File: config.mk
export PLATFORM = sky130hd
export DESIGN_NAME = chunk_adder
export DESIGN_NICKNAME = d
export VERILOG_FILES = /design/src/rtl/chunk_adder.sv
export SDC_FILE = /design/constraint.sdc
export NUM_CORES = 1
export LEC_CHECK = 0
export CAP_MARGIN = 20
export CORE_ASPECT_RATIO = 1.75
export CORE_UTILIZATION = 42
export DETAILED_ROUTE_END_ITERATION = 12
export PLACE_DENSITY = 0.67
export SYNTH_ARGS = -nofsm -noshare
export SYNTH_HDL_FRONTEND = slang
export SYNTH_SLANG_ARGS = --single-unit
File: constraint.sdc
create_clock -name i_clk -period 2.95 [get_ports i_clk]
set_input_delay 0.59 -clock i_clk [delete_from_list [all_inputs] [get_ports i_clk]]
set_output_delay 0.59 -clock i_clk [all_outputs]
set_load 0.005 [all_outputs]
File: src/rtl/chunk_adder.sv
// chunk_adder
//   Multi-cycle adder/subtractor. WIDTH-bit operands are added CHUNK bits per
//   clock, LSB chunk first, with the carry held in a register between chunks.
//   Latency from accept to result is WIDTH/CHUNK cycles.
//
//   Handshake rule (both sides): a transfer happens on a rising edge of i_clk
//   where valid and ready are both 1. o_ready is high only in IDLE and o_valid
//   only in DONE. Both are registered and never depend on i_valid or i_ready
//   in the same cycle.
//
// Ports
//   i_clk       clock, rising edge
//   i_rst_n     synchronous active-low reset
//   i_valid     operand request valid
//   o_ready     block can accept operands (IDLE)
//   i_a, i_b    operands, WIDTH bits
//   i_c         carry-in for addition (ignored when i_sub=1)
//   i_sub       0: A+B+i_c, 1: A-B
//   o_valid     result valid (DONE)
//   i_ready     consumer accepts the result
//   o_sum       result modulo 2^WIDTH
//   o_carry     carry out of the MSB (for subtraction, 1 = no borrow)
//   o_overflow  signed overflow
//   o_state     debug view of the FSM state
module chunk_adder #(
    parameter int WIDTH = 16,
    parameter int CHUNK = 4
) (
    input  logic             i_clk,
    input  logic             i_rst_n,
    input  logic             i_valid,
    output logic             o_ready,
    input  logic [WIDTH-1:0] i_a,
    input  logic [WIDTH-1:0] i_b,
    input  logic             i_c,
    input  logic             i_sub,
    output logic             o_valid,
    input  logic             i_ready,
    output logic [WIDTH-1:0] o_sum,
    output logic             o_carry,
    output logic             o_overflow,
    output logic [1:0]       o_state
);

    localparam int STEPS  = WIDTH / CHUNK;
    localparam int STEP_W = (STEPS > 1) ? $clog2(STEPS) : 1;
    localparam logic [STEP_W-1:0] LAST_STEP = STEP_W'(STEPS - 1);

    typedef enum logic [1:0] {
        IDLE = 2'd0,
        BUSY = 2'd1,
        DONE = 2'd2
    } state_t;

    state_t             state_q, state_d;
    logic [WIDTH-1:0]   a_q, a_d;
    logic [WIDTH-1:0]   b_q, b_d;
    logic [WIDTH-1:0]   work_q, work_d;
    logic               carry_q, carry_d;
    logic [STEP_W-1:0]  step_q, step_d;
    logic [WIDTH-1:0]   sum_q, sum_d;
    logic               cout_q, cout_d;
    logic               ovf_q, ovf_d;
    logic               ready_q, ready_d;
    logic               valid_q, valid_d;

    // One CHUNK-wide ripple slice. The operand registers shift right each
    // step, so the active chunk is always the low CHUNK bits.
    logic [CHUNK-1:0]   s_chunk;
    logic [CHUNK:0]     c_chain;
    logic [WIDTH-1:0]   work_next;

    always_comb begin
        c_chain    = '0;
        s_chunk    = '0;
        c_chain[0] = carry_q;
        for (int i = 0; i < CHUNK; i++) begin
            s_chunk[i]   = a_q[i] ^ b_q[i] ^ c_chain[i];
            c_chain[i+1] = (a_q[i] & b_q[i]) | (c_chain[i] & (a_q[i] ^ b_q[i]));
        end
        // Chunk sums enter at the top and move down, so after STEPS steps
        // chunk 0 sits at the bottom.
        work_next = (work_q >> CHUNK) | (WIDTH'(s_chunk) << (WIDTH - CHUNK));
    end

    always_comb begin
        state_d = state_q;
        a_d     = a_q;
        b_d     = b_q;
        work_d  = work_q;
        carry_d = carry_q;
        step_d  = step_q;
        sum_d   = sum_q;
        cout_d  = cout_q;
        ovf_d   = ovf_q;
        ready_d = ready_q;
        valid_d = valid_q;
        case (state_q)
            IDLE: begin
                if (i_valid) begin
                    a_d     = i_a;
                    // Subtraction is A + ~B + 1.
                    b_d     = i_sub ? ~i_b : i_b;
                    carry_d = i_sub ? 1'b1 : i_c;
                    step_d  = '0;
                    work_d  = '0;
                    ready_d = 1'b0;
                    state_d = BUSY;
                end
            end
            BUSY: begin
                a_d     = a_q >> CHUNK;
                b_d     = b_q >> CHUNK;
                work_d  = work_next;
                carry_d = c_chain[CHUNK];
                step_d  = step_q + STEP_W'(1);
                if (step_q == LAST_STEP) begin
                    sum_d   = work_next;
                    cout_d  = c_chain[CHUNK];
                    // Carry into the MSB is the last internal carry of the
                    // final chunk.
                    ovf_d   = c_chain[CHUNK] ^ c_chain[CHUNK-1];
                    valid_d = 1'b1;
                    state_d = DONE;
                end
            end
            DONE: begin
                if (i_ready) begin
                    valid_d = 1'b0;
                    ready_d = 1'b1;
                    state_d = IDLE;
                end
            end
            default: begin
                valid_d = 1'b0;
                ready_d = 1'b1;
                state_d = IDLE;
            end
        endcase
    end

    always_ff @(posedge i_clk) begin
        if (!i_rst_n) begin
            state_q <= IDLE;
            a_q     <= '0;
            b_q     <= '0;
            work_q  <= '0;
            carry_q <= 1'b0;
            step_q  <= '0;
            sum_q   <= '0;
            cout_q  <= 1'b0;
            ovf_q   <= 1'b0;
            ready_q <= 1'b1;
            valid_q <= 1'b0;
        end else begin
            state_q <= state_d;
            a_q     <= a_d;
            b_q     <= b_d;
            work_q  <= work_d;
            carry_q <= carry_d;
            step_q  <= step_d;
            sum_q   <= sum_d;
            cout_q  <= cout_d;
            ovf_q   <= ovf_d;
            ready_q <= ready_d;
            valid_q <= valid_d;
        end
    end

    assign o_ready    = ready_q;
    assign o_valid    = valid_q;
    assign o_sum      = sum_q;
    assign o_carry    = cout_q;
    assign o_overflow = ovf_q;
    assign o_state    = state_q;

endmodule
## After elaboration in Yosys (flattened, before gate mapping)

Cells that the tools add are included.

| cells by class | value |
|---|---|
| bitwise logic cells | 25 |
| reductions and logical operators | 7 |
| $add $sub $neg | 1 |
| multiplexer cells | 22 |
| equal/unequal tests | 6 |

Operators by type and width:

| kind | count |
|---|---|
| 16-bit one-hot mux with 2 select lines | 3 |
| 16-bit 2-to-1 mux | 4 |
| 16-bit NOT | 1 |
| 12-bit by 16-bit bitwise OR with 16-bit output | 1 |
| 3-bit AND reduction | 3 |
| 1-bit bitwise XOR | 9 |
| 1-bit AND | 8 |
| 2-bit 2-to-1 mux | 4 |
| 1-bit 2-to-1 mux | 6 |
| 2-bit != test (second input constant) | 3 |
| 1-bit one-hot mux with 3 select lines | 2 |
| 2-bit one-hot mux with 3 select lines | 1 |
| 2-bit == test (second input constant) | 2 |
| 1-bit bitwise OR | 4 |
| 2-bit one-hot mux with 2 select lines | 1 |
| 2-bit AND reduction | 2 |
| 2-bit by 1-bit adder with 2-bit output (second input constant) | 1 |
| 2-bit by 1-bit == test with 1-bit output (second input constant) | 1 |
| 2-bit zero test | 1 |
| 1-bit NOT | 2 |
| 1-bit one-hot mux with 2 select lines | 1 |
| 2-bit nonzero test | 1 |

| word-level totals | value |
|---|---|
| logic and storage cells | 72 |
| output and inout bits | 22 |
| input port bits | 38 |
| register bits | 73 |

## Longest topological paths before layout

| logic depth | value |
|---|---|
| depth in word-level cells | 10 |
| mapped depth | 9 |
| depth with buffers taken out | 9 |

## Worst setup path before layout

OpenSTA, ideal clock, no wires.

| timing | value |
|---|---|
| path type | reg2reg |
| start point | register a_q[0] |
| end point | register work_q[15] |
| setup time | 118 ps |
| slack | 759 ps |
| cell stages (with the launch flop) | 9 |
| period minus slack after synthesis | 2191 ps |
| arrival time | 2073 ps |
| cell sequence | dfxtp_1 -> inv_1 -> fa_1 -> fa_1 -> inv_1 -> fa_1 -> fa_1 -> a22oi_1 -> nor2b_1 |

| between the ends | value |
|---|---|
| word-level cells in the longest chain between the ends | 10 |

RTL lines:

| item | line | source |
|---|---|---|
| start, declared | 56 | `logic [WIDTH-1:0] a_q, a_d;` |
| start signal, assigned | 145 | `a_q <= '0;` |
| start signal, assigned | 157 | `a_q <= a_d;` |
| 1-bit bitwise XOR | 79 | `c_chain[i+1] = (a_q[i] & b_q[i]) \| (c_chain[i] & (a_q[i] ^ b_q[i]));` |
| 1-bit AND | 79 |  |
| 1-bit bitwise OR * | 79 |  |
| 1-bit AND * | 79 |  |
| 1-bit bitwise OR * | 79 |  |
| 1-bit AND * | 79 |  |
| 1-bit bitwise OR * | 79 |  |
| 1-bit bitwise XOR * | 78 | `s_chunk[i] = a_q[i] ^ b_q[i] ^ c_chain[i];` |
| via s_chunk[3] | 69 | `logic [CHUNK-1:0] s_chunk;` |
| 12-bit by 16-bit bitwise OR with 16-bit output * | 83 | `work_next = (work_q >> CHUNK) \| (WIDTH'(s_chunk) << (WIDTH - CHUNK));` |
| 16-bit one-hot mux with 2 select lines * | 98 | `case (state_q)` |
| end signal, assigned | 159 | `work_q <= work_d;` |
| end, declared | 58 | `logic [WIDTH-1:0] work_q, work_d;` |

Mark *: on every way through the listed nets, which the timed path passes. The rest lies on a longest branch.
A chain may end at the register's enable or synchronous reset.

## Worst setup path in the final report

Same ends and word-level chain as after synthesis.

==> reports/results.tsv <==
stage	metric	value	unit
final_layout	areaGrowthSynthToFinish	29.0	%
timing	hold_viol	0	
global_route	grt_max_degree	34	
critical_path	required	3.16	ns
timing	max_freq	0.431	GHz
global_route	track_usage	19.2	%
power_and_ir_drop	leakage	1.43	nW
global_route	grt_pass1_vias	2373	
routing	vias	2501	
timing	fin_crit_sh	78.7	%
clock_tree	clkLatencyLatePin	0.32	ns
clock_tree	cts_tree	yes	
timing	finClkSkew	0.00503	ns
clock_tree	path_clk_slew	0.06	ns
place	dp_slack	0.643	ns
global_route	grt_overflow	0	
final_layout	design_area	3950	sq um
routing	dr.pass1.iters	4	
synth	yosysWarnings	0	
global_route	grt_pass1_wl	11.1	mm
timing	slew_headroom	43.3	%
die	start_util	44.0	%
power_and_ir_drop	power_density	587	nW/um^2
hold_path	holdCritPathClass	reg2reg	
global_route	met1_usage	21.8	%
synth	yosys-top-cells-area	dfxtp_1, o221ai_1, nand2_1, a22oi_1, nor2b_1	
timing	setup_ws	0.627	ns
final_layout	layout-drive-gt1-share	8.42	%
clock_tree	root_buffer	clkbuf_16	
timing	worstMarginPinSlew	0.848	ns
clock_tree	htree_levels	3	
synth	syn_avg_cell_area	9.33	sq um
clock_tree	cts_sinks	69	
critical_path	endpoint	work_q[15]$_SDFFE_PN0P_	
routing	drtIter0Drc	104	
outcome	status	finished clean	
clock_tree	cts_resized	0	
synth	syn_area	3060	sq um
die	io_pins	60	
critical_path	r2r_setup_slack	0.63	ns
critical_path	rr_startpoint	a_q[0]$_SDFFE_PN0P_	
die	fp-row-count	40	
synth	synth_top_area_share	45.2	%
global_route	antenna_found_initial	0	
place	port_buffers	59	
global_route	top_usage_layer	met2	
timing	whs	0.460	ns
global_route	globalRouteMet2Util	34.0	%
clock_tree	cts_hold_buf	0	
critical_path	crit_start	a_q[0]$_SDFFE_PN0P_	
synth	synth.net_count	371	
run	cap_violations	0	
die	die-area	7640	sq um
routing	via_per_inst	5.39	
die	chipHeight	115	um
routing	drc	0	
synth	ys_types	37	
final_layout	diodes	0	
clock_tree	cts_setup_buffers	0	
routing	wl	6.62	mm
timing	setup_viol	0	
timing	period_needed	2.32	ns
timing	fin_setup_tns	0	ns
place	place_inst	449	
timing	rsz0062_at_grt	no	
place	place.gp.congestion	0.796	
final_layout	fin_nets	419	
global_route	grt_use_met3	3.97	%
hold_path	min_from	o_sum[0]$_SDFFE_PN0P_	
synth	async_flop_share	0	%
synth	synth_edf_count	0	
die	core_area	6960	sq um
critical_path	critPathMaxFanout	3	
timing	slew_violations	0	
critical_path	crit_arrival	2.53	ns
die	die_w	66.5	um
clock_tree	numCtsBuffers	9	
critical_path	path_class	reg2reg	
place	dp_hpwl	4.54	mm
clock_tree	cts.path.max_buffers	2	
synth	synthFlopType	dfxtp_1	
routing	avgRoutedWirePerCell	14.3	um
power_and_ir_drop	vdd_ir_drop_max	0.413	mV
synth	ys_ff_latch	69	
critical_path	end_kind	flop	
synth	synth_area_leader_cell	dfxtp_1	
final_layout	fillers	660	
routing	drtAntennaViolNets	0	
critical_path	start_kind	flop	
synth	synth.yosys.seq_area_share	45.2	%
critical_path	reg2reg_to	work_q[15]$_SDFFE_PN0P_	
critical_path	r2r_cells	8	
final_layout	final_cells	464	
synth	syn_inst	328	
place	post_dp_cell_area	3650	sq um
cell families (layout without fill, tap and decap cells):
logic type      count (synthesis)  after routing  share of synthesized area [%]
compound gates                 97             97                           23.0
fa+ha+maj                       5              5                           3.03
simple gates                  103            103                           17.9
flops                          69             69                           45.2
xor+xnor                       17             17                           4.87
buf+inv                        37             89                           6.05
through the flow:
stage                     power [mW]  utilization, %
after floorplan                 1.18               -
after global placement          1.27            52.4
after detailed placement        1.27            52.4
after CTS                       2.34            56.7
after global routing            2.41            56.7
final                           2.32            56.7
final cells by class:
class	instances	area, sq um	share of cell area (%)
Multi-Input combinational cell	222	1490	37.8
Timing Repair Buffer	66	638	16.2
Sequential cell	69	1380	35.0
Clock inverter	4	47.5	1.20
Tap cell	84	105	2.66
Inverter	8	30.0	0.761
Clock buffer	11	253	6.40
cell usage after synthesis (all sizes together), types with 3 or more instances:
cell type / count
clkbuf: 9
o221ai: 22
nor2: 3
xnor2: 9
xor2: 8
a21boi: 16
nand2: 45
or3b: 10
a21oi: 14
nand2b: 3
nand3: 12
fa: 4
a22oi: 19
o2bb2ai: 3
inv: 8
dfxtp: 69
nor2b: 21
o21ai: 15
buf: 20
o211a: 4
metal layers:
metal  routed length, um  vias to the layer above
met4                  86                        0
met5                   0                        -
met3                 198                        7
met1                2700                     1183
li1                    -                     1259
met2                3630                       52
worst min-delay path by stage:
| stage | end | slack [ns] | depth (start not counted) |
|---|---|---|---|
| 2_1_floorplan | o_sum[0]$_SDFFE_PN0P_ | 0.44 | 2 |
| 3_3_place_gp | o_sum[8]$_SDFFE_PN0P_ | 0.44 | 2 |
| 3_5_place_dp | o_sum[14]$_SDFFE_PN0P_ | 0.46 | 2 |
| 4_1_cts | o_sum[14]$_SDFFE_PN0P_ | 0.46 | 2 |
| 5_1_grt | o_carry$_SDFFE_PN0P_ | 0.49 | 2 |
| 6_report | o_sum[0]$_SDFFE_PN0P_ | 0.46 | 2 |
power by group:
part	internal, mW	leakage [nW]	switching [mW]
Clock	0.692	0.147	0.372
Combinational	0.129	0.724	0.115
Sequential	0.977	0.563	0.0327
Total	1.80	1.43	0.520
worst max-delay path: stages, from the launching register on:
cell     delay, ns
dfxtp_1       0.35
inv_1         0.07
fa_1          0.43
fa_1          0.36
inv_1         0.07
fa_1          0.22
fa_1          0.45
a22oi_1       0.20
nor2b_1       0.06
cells in the final DEF (no fill, tap or decap), types with 2 or more instances in the layout:
cell,synthesis,final
nand2_1,45,45
a21oi_1,14,14
xor2_1,8,8
clkinv_2,0,2
or3b_1,7,7
o2bb2ai_1,3,3
xnor2_1,9,9
nor2b_1,21,21
nor2_1,3,3
a21boi_0,13,13
clkbuf_8,0,2
clkdlybuf4s50_1,0,58
or3b_2,3,3
a22oi_1,19,19
o221ai_1,22,22
nand2b_1,3,3
buf_4,6,7
a21boi_1,3,3
fa_1,4,4
nand3_1,12,12
clkbuf_16,0,9
and3_1,2,2
dfxtp_1,69,69
o211a_1,4,4
o21ai_1,2,2
inv_1,8,8
o21ai_0,13,13
and2_1,2,2
flip-flops by register name, summed over array words and instances (netlist names):
signal,cells
o_ready,1
a_q,16
step_q,2
carry_q,1
b_q,16
o_sum,16
o_valid,1
o_state,2
work_q,12
o_carry,1
o_overflow,1
No activity file was read; power rests on OpenSTA's default activity.
